### config.mk
export PLATFORM = sky130hd
export DESIGN_NAME = dev_reg_arbiter
export DESIGN_NICKNAME = d
export VERILOG_FILES = /design/src/rtl/dev_reg_arbiter.sv
export SDC_FILE = /design/constraint.sdc
export NUM_CORES = 1
export LEC_CHECK = 0
export BUFFER_PORTS_ARGS = -buffer_cell sky130_fd_sc_hd__buf_2
export CORE_ASPECT_RATIO = 1.25
export CORE_MARGIN = 2
export CORE_UTILIZATION = 35
export DETAILED_ROUTE_END_ITERATION = 6
export SLEW_MARGIN = 20
export SYNTH_ARGS = -nofsm -noshare
export SYNTH_HDL_FRONTEND = slang
export SYNTH_SLANG_ARGS = --single-unit
### constraint.sdc
create_clock -name clk -period 2 [get_ports clk]
set_clock_uncertainty 0.15 [all_clocks]
set_input_delay 0.3 -clock clk [delete_from_list [all_inputs] [get_ports clk]]
set_output_delay 0.3 -clock clk [all_outputs]
set_load 0.02 [all_outputs]
### src/rtl/dev_reg_arbiter.sv
// Four-requester arbiter guarding a small register bank; IDLE -> GRANT -> DONE per access.
// Define ARB_RR_EN for round-robin selection; fixed priority (req[0] highest) otherwise.
module dev_reg_arbiter #(
  parameter int DW = 8,
  parameter int AW = 3
) (
  input  logic            clk,
  input  logic            rst,
  input  logic [3:0]      req,
  input  logic [3:0]      wr,
  input  logic [4*AW-1:0] addr,
  input  logic [4*DW-1:0] wdata,
  output logic [3:0]      gnt,
  output logic [3:0]      ack,
  output logic [DW-1:0]   rdata,
  output logic            busy
);

  localparam int DEPTH = 1 << AW;

  typedef enum logic [1:0] {IDLE, GRANT, DONE} state_t;

  state_t          state_reg, state_next;
  logic [3:0]      gnt_reg;
  logic            wr_reg;
  logic [AW-1:0]   addr_reg;
  logic [DW-1:0]   wdata_reg;
  logic [DW-1:0]   rdata_reg;
  logic [DW-1:0]   bank_reg [DEPTH];

  logic [1:0]      win_idx;
  logic [3:0]      win_onehot;
  logic [AW-1:0]   addr_sel  [4];
  logic [DW-1:0]   wdata_sel [4];

  genvar gi;
  generate
    for (gi = 0; gi < 4; gi++) begin : g_unpack
      assign addr_sel[gi]  = addr[gi*AW +: AW];
      assign wdata_sel[gi] = wdata[gi*DW +: DW];
    end
  endgenerate

`ifdef ARB_RR_EN
  logic [1:0] ptr_reg;
  logic [1:0] cand;
  logic       found;

  // Search upward from the pointer; the 2-bit sum wraps naturally.
  always_comb begin
    win_idx = '0;
    cand    = '0;
    found   = 1'b0;
    for (int k = 0; k < 4; k++) begin
      cand = ptr_reg + 2'(k);
      if (!found && req[cand]) begin
        win_idx = cand;
        found   = 1'b1;
      end
    end
  end

  always_ff @(posedge clk) begin
    if (rst) begin
      ptr_reg <= '0;
    end else if (state_reg == IDLE && |req) begin
      ptr_reg <= win_idx + 2'd1;
    end
  end
`else
  always_comb begin
    win_idx = '0;
    for (int k = 3; k >= 0; k--) begin
      if (req[k]) win_idx = 2'(k);
    end
  end
`endif

  assign win_onehot = 4'b0001 << win_idx;

  always_comb begin
    state_next = state_reg;
    case (state_reg)
      IDLE:    if (|req) state_next = GRANT;
      GRANT:   state_next = DONE;
      DONE:    state_next = IDLE;
      default: state_next = IDLE;
    endcase
  end

  // Request fields are captured once at grant so later input changes cannot leak in.
  always_ff @(posedge clk) begin
    if (rst) begin
      state_reg <= IDLE;
      gnt_reg   <= '0;
      wr_reg    <= 1'b0;
      addr_reg  <= '0;
      wdata_reg <= '0;
      rdata_reg <= '0;
    end else begin
      state_reg <= state_next;
      case (state_reg)
        IDLE: begin
          if (|req) begin
            gnt_reg   <= win_onehot;
            wr_reg    <= wr[win_idx];
            addr_reg  <= addr_sel[win_idx];
            wdata_reg <= wdata_sel[win_idx];
          end
        end
        GRANT: begin
          if (!wr_reg) rdata_reg <= bank_reg[addr_reg];
        end
        DONE: gnt_reg <= '0;
        default: ;
      endcase
    end
  end

  // Bank must clear on reset, so it is built from registers rather than a RAM.
  always_ff @(posedge clk) begin
    for (int i = 0; i < DEPTH; i++) begin
      if (rst) begin
        bank_reg[i] <= '0;
      end else if (state_reg == GRANT && wr_reg && addr_reg == AW'(i)) begin
        bank_reg[i] <= wdata_reg;
      end
    end
  end

  assign gnt   = gnt_reg;
  assign ack   = (state_reg == DONE) ? gnt_reg : 4'b0000;
  assign rdata = rdata_reg;
  assign busy  = (state_reg != IDLE);

endmodule

==> results of run 1 <==
-- layout make-up --
cell class | instances | area, um2 | share of cell area [%]
multi-input combinational | 265 | 1810 | 33.4
sequential | 90 | 2440 | 45.1
clock inverter | 6 | 113 | 2.08
clock buffer | 10 | 239 | 4.41
timing repair buffer | 92 | 541 | 9.97
inverter | 17 | 63.8 | 1.18
tap | 168 | 210 | 3.88
-- critical path: cells and delay by family (launching register included) --
| family | cells | cell delay, ns |
|---|---|---|
| buffers and inverters | 2 | 0.34 |
| DFF | 1 | 0.37 |
| and+or+nand+nor | 2 | 0.38 |
-- cell usage after synthesis, drive strengths merged --
cell	count	area (um2)
buf	21	129
and4bb	1	12.5
a221oi	12	118
a32oi	1	8.76
nand4b	1	8.76
clkbuf	6	22.5
nand2	8	30.0
nand3b	12	93.8
mux2i	32	320
a22oi	16	120
edfxtp	64	1920
a211oi	10	75.1
a211o	1	8.76
o21ai	5	25.0
nor3	23	149
or3b	1	8.76
nor3b	2	31.3
nand3	5	30.0
nor2b	3	18.8
nor4b	1	8.76
or2	1	6.26
a21boi	1	11.3
inv	17	63.8
o31ai	1	7.51
nand2b	1	6.26
a21oi	27	135
a31o	3	26.3
and2	69	432
dfxtp	26	521
nor2	28	120
-- worst paths after layout --
check	startpoint	endpoint	slack (ns)	cells after the start
worst max-delay path	state_reg[1]	ack[2]	0.13	4
worst min-delay path	wdata[3]	wdata_reg[3]	0.14	3
worst max register to register	addr_reg[0]	rdata[2]	0.24	4
worst min register to register	rdata[3]	rdata[3]	0.34	2
-- power groups by stage --
stage               Sequential [uW]  Combinational, uW  Clock [uW]
floorplan                      2220                453           0
CTS                            2210                721        1980
global placement               2240                711           0
detailed placement             2250                718           0
finish                         2200                714        1940
global route                   2220                790        2030
-- routing by layer --
layer  global-route usage [%]  vias up  wire [um]
li1                         -     1600          -
met5                        0        -          0
met1                     19.0     1491       4400
met2                     29.0      100       5440
met3                     3.25       14        523
met4                     6.20        0        183
-- cell families after synthesis --
| kind of cell | after synthesis | share of synthesized area, % |
|---|---|---|
| flip-flops | 90 | 54.6 |
| AO/OA/AOI/OAI | 77 | 12.0 |
| multiplexers | 32 | 7.17 |
| buffers and inverters | 44 | 4.82 |
| AND/OR/NAND/NOR | 156 | 21.4 |
-- through the flow --
step / hold WS [ns] / setup WS [ns] / power [uW] / instance area (um2)
2_1_floorplan: 0.233 / 0.0507 / 2670 / 4470
3_3_place_gp: 0.332 / 0.203 / 2950 / 5070
3_5_place_dp: 0.334 / 0.132 / 2960 / 5070
4_1_cts: 0.127 / 0.0303 / 4910 / 5420
5_1_grt: 0.148 / 0.00550 / 5040 / 5420
6_report: 0.143 / 0.130 / 4860 / 5420
==> impl_metrics.toml, run 1 <==
[clocking]
cts.repair.resized = 0
cts_hold_buf = 0
cts_max_path_buffers = 2
post_cts_buffers = 0
htree_levels = 3
cts_tree = "built"
numCtsBuffers = 9
path_clk_slew_ns = 0.06
cts_root_buffer = "clkbuf_16"
clk-insertion-delay-late_ns = 0.34
cts_sinks = 90

[timing]
rsz0062_at_grt = "false"
setup_viol = 0
finalCriticalPeriod_ns = 1.87
maxSlewViolCount = 0
finalCritPeriodShare_pct = 93.5
slew_headroom_pct = 49.7
finalHoldViolCount = 0
tightest_slew_ns = 0.749
fin_setup_tns_ns = 0
fmax_ghz = 0.535

[floorplan]
die_h_um = 130
fp.dieW_um = 105
die_area_um2 = 13700
row_count = 46
ios = 71
core_um2 = 12600
initial_core_util_pct = 35.5

[detailed_routing]
dr.pass1.iters = 4
drtIter0Drc = 147
detail-route-antenna-nets = 0
viasPerCell = 4.95
num_vias = 3205
drt-wirelength-per-cell_um = 16.3
wirelength_um = 10500
drc_errors = 0

[layout]
area_growth_pct = 21.4
n_fill_cell = 1215
fin_nets = 529
post-route-util_pct = 43.0
most-common-layout-cells = "70 x buf_2, 68 x and2_1, 64 x edfxtp_1"
layout-drive-gt1-share_pct = 27.5
layout.cells.most_common = "buf_2"
largest_reg_flops = 64
n_antenna_cell = 0
instances_no_fill = 648

[setup_path]
cp_max_fo = 7
critPathCaptureType = "output port"
crit_chain = "buf_4, nor2b_2, and2_1, buf_2"
start_kind = "flip-flop"
slowest_stage = "dfxtp_1"
critPathArrivalTime_ns = 1.42
critical_path.max_stage_delay_ns = 0.37
cp.required_ns = 1.55
crit_type = "flip-flop to output port"

[placed_design]
hpwl_um = 7720
placedCellCount = 632
globalplace.congestion = 0.777
port_buffers = 70

[yosys]
synth_cell_types = 40
synthCells = 399
ys_warn_count = 0
syn_area_um2 = 4470
syn_nets = 453
avgSynthCellArea_um2 = 11.2
ys_seq_area_share_pct = 54.6
synth_seq_cells = 90

[global_route]
grt_usage_pct = 16.1
grt_pass1_vias = 3166
grt_max_degree = 25
grt_pass1_wl_um = 16800
grt_overflow = 0
grt_antenna_before_repair = 0

[status]
outcome = "finished, final reports clean"

[power]
vdd_drop_max_mv = 0.428
intPower_uw = 3660
p_leak_uw = 0.00214
power.density_nw_per_um2 = 896
comb_power_share_pct = 14.7
swShare_pct = 24.8
p_seq_share_pct = 45.3
switchingPower_uw = 1200
power_frac_clock_pct = 40.0

[hold_path]
worstHoldPathType = "primary input to flip-flop"

[flow_run]
max-cap-violations = 0
(Power assumes the default switching activity.)
==> inputs of run 2 (changes only) <==
==> constraint.sdc (replaced) <==
create_clock -name clk -period 2 [get_ports clk]
set_clock_uncertainty 0.15 [all_clocks]
set_input_delay 0.1 -clock clk [delete_from_list [all_inputs] [get_ports clk]]
set_output_delay 0.1 -clock clk [all_outputs]
set_load 0.02 [all_outputs]
==> run 2 against run 1 <==
Against the previous run: die area unchanged; largest power group unchanged; non-clock buffer count up 6; critical path type is now flip-flop to flip-flop; worst setup slack better by 0.034 ns; flip-flop and latch count unchanged; critical endpoint is now rdata[3]; first-iteration DRC count up 12%; worst hold slack worse by 0.14 ns; register-to-register slack worse by 0.08 ns; clock power down 22%; total power down 9.0%; sequential power up 2%; maximum frequency up 1.9%; cell count up 0.93%.
==> impl_metrics.toml, run 2 (same netlist as run 1, synthesis figures left out) <==
[global_route]
grt_usage_pct = 16.3
use_met1_pct = 17.9
grt_antenna_before_repair = 0
grt_max_degree = 26
grtUsageMet2_pct = 29.9
grt_overflow = 0
gr-max-usage-layer = "met2"
use_met3_pct = 2.80
grt_pass1_wl_um = 17100
grt_pass1_vias = 3308

[power]
vdd_drop_max_mv = 0.411
power_uw = 4430
power.density_nw_per_um2 = 819
p_leak_uw = 0.00212

[setup_path]
critPathTopFamily = "flip-flops"
r2r-end = "rdata[3]"
r2r_start = "addr_reg[1]"
cp.required_ns = 2.06
crit_type = "flip-flop to flip-flop"
start_kind = "flip-flop"
critPathArrivalTime_ns = 1.89
critPathBufInv = 1
r2r_cells = 5
crit_chain = "buf_4, mux2i_1, a22oi_1, a21oi_1, nor3_1"
worst-r2r-setup-slack_ns = 0.16
critical_path.max_stage_delay_ns = 0.60
critPathCaptureType = "flip-flop"
cp_max_fo = 16
slowest_stage = "dfxtp_2"

[floorplan]
row_count = 46
fp.dieW_um = 105
initial_core_util_pct = 35.5
die_h_um = 130
die_area_um2 = 13700
core_um2 = 12600
ios = 71

[layout]
layout-drive-gt1-share_pct = 24.7
instances_no_fill = 654
most-common-layout-cells = "70 x buf_2, 68 x and2_1, 64 x edfxtp_1"
n_antenna_cell = 0
largest_reg_flops = 64
area_growth_pct = 20.9
post-route-util_pct = 42.9
layout.cells.most_common = "buf_2"
fin_nets = 535

[detailed_routing]
dr.pass1.iters = 5
drc_errors = 0
viasPerCell = 5.04
num_vias = 3294
drt-wirelength-per-cell_um = 16.5
wirelength_um = 10800
detail-route-antenna-nets = 0
drtIter0Drc = 165

[timing]
worst_slack_ns = 0.164
rsz0062_at_grt = "false"
fmax_ghz = 0.545
finalHoldViolCount = 0
tightest_slew_ns = 0.633
finalCritPeriodShare_pct = 91.8
maxSlewViolCount = 0
finalCriticalPeriod_ns = 1.84
setup_viol = 0
slew_headroom_pct = 57.8
fin_setup_tns_ns = 0

[clocking]
cts_root_buffer = "clkbuf_16"
htree_levels = 3
path_clk_slew_ns = 0.06
cts_tree = "built"
cts.repair.resized = 0
cts_max_path_buffers = 2
numCtsBuffers = 9
cts_sinks = 90
clk-insertion-delay-late_ns = 0.33

[hold_path]
worstHoldPathType = "primary input to flip-flop"
worstHoldStart = "addr[0]"
hold_depth = 3
holdPathEnd = "addr_reg[0]"

[placed_design]
port_buffers = 70
placedCellCount = 624
hpwl_um = 7990
dp_slack_ns = 0.165
globalplace.congestion = 0.841

[flow_run]
max-cap-violations = 0

[status]
outcome = "finished, final reports clean"
## run 2: power breakdown
group	switching (uW)	internal, uW
logic	386	291
clock network	641	865
registers	142	2100
## run 2: per-layer routing
layer	up-vias	wire, um
met5	-	0
met3	29	590
met2	126	5410
met1	1526	4270
met4	0	504
li1	1613	-
## run 2: layout make-up
type                       count  area (um2)
inverter                      17        63.8
sequential                    90        2440
multi-input combinational    265        1810
timing repair buffer          98         608
clock inverter                 4        18.8
tap                          168         210
clock buffer                  12         246
fill                        1182        7200
## run 2: worst max-delay path by stage
stage | startpoint | cells past startpoint | to | slack (ns)
after floorplan | addr_reg[1] | 4 | bank_reg[7][0] | 0.05
after global placement | addr_reg[1] | 5 | rdata[7] | 0.19
after detailed placement | addr_reg[1] | 5 | rdata[3] | 0.17
after CTS | addr_reg[1] | 5 | rdata[3] | 0.17
after global routing | addr_reg[0] | 4 | rdata[3] | 0.05
final | addr_reg[1] | 5 | rdata[3] | 0.16
## run 2: per-stage QoR
| stage | area, um2 | hold WS, ns |
|---|---|---|
| 3_5_place_dp | 5000 | 0.263 |
| 2_1_floorplan | 4470 | 0.0333 |
| 3_3_place_gp | 5000 | 0.254 |
| 4_1_cts | 5400 | 0.000428 |
| 6_report | 5400 | 0.00445 |
| 5_1_grt | 5400 | 0.0302 |
## run 2: repair_timing
action                    4_1_cts  5_1_grt
hold buffers                   14        0
setup buffers                   0        0
hold endpoints to repair       14        0
## run 2: worst register-to-register path: cells and delay by family, from the launching register on
kind                   cells  cell delay (ns)
DFF                        1             0.60
AOI/OAI and AO/OA          2             0.33
buffers and inverters      1             0.31
muxes                      1             0.24
and+or+nand+nor            1             0.08
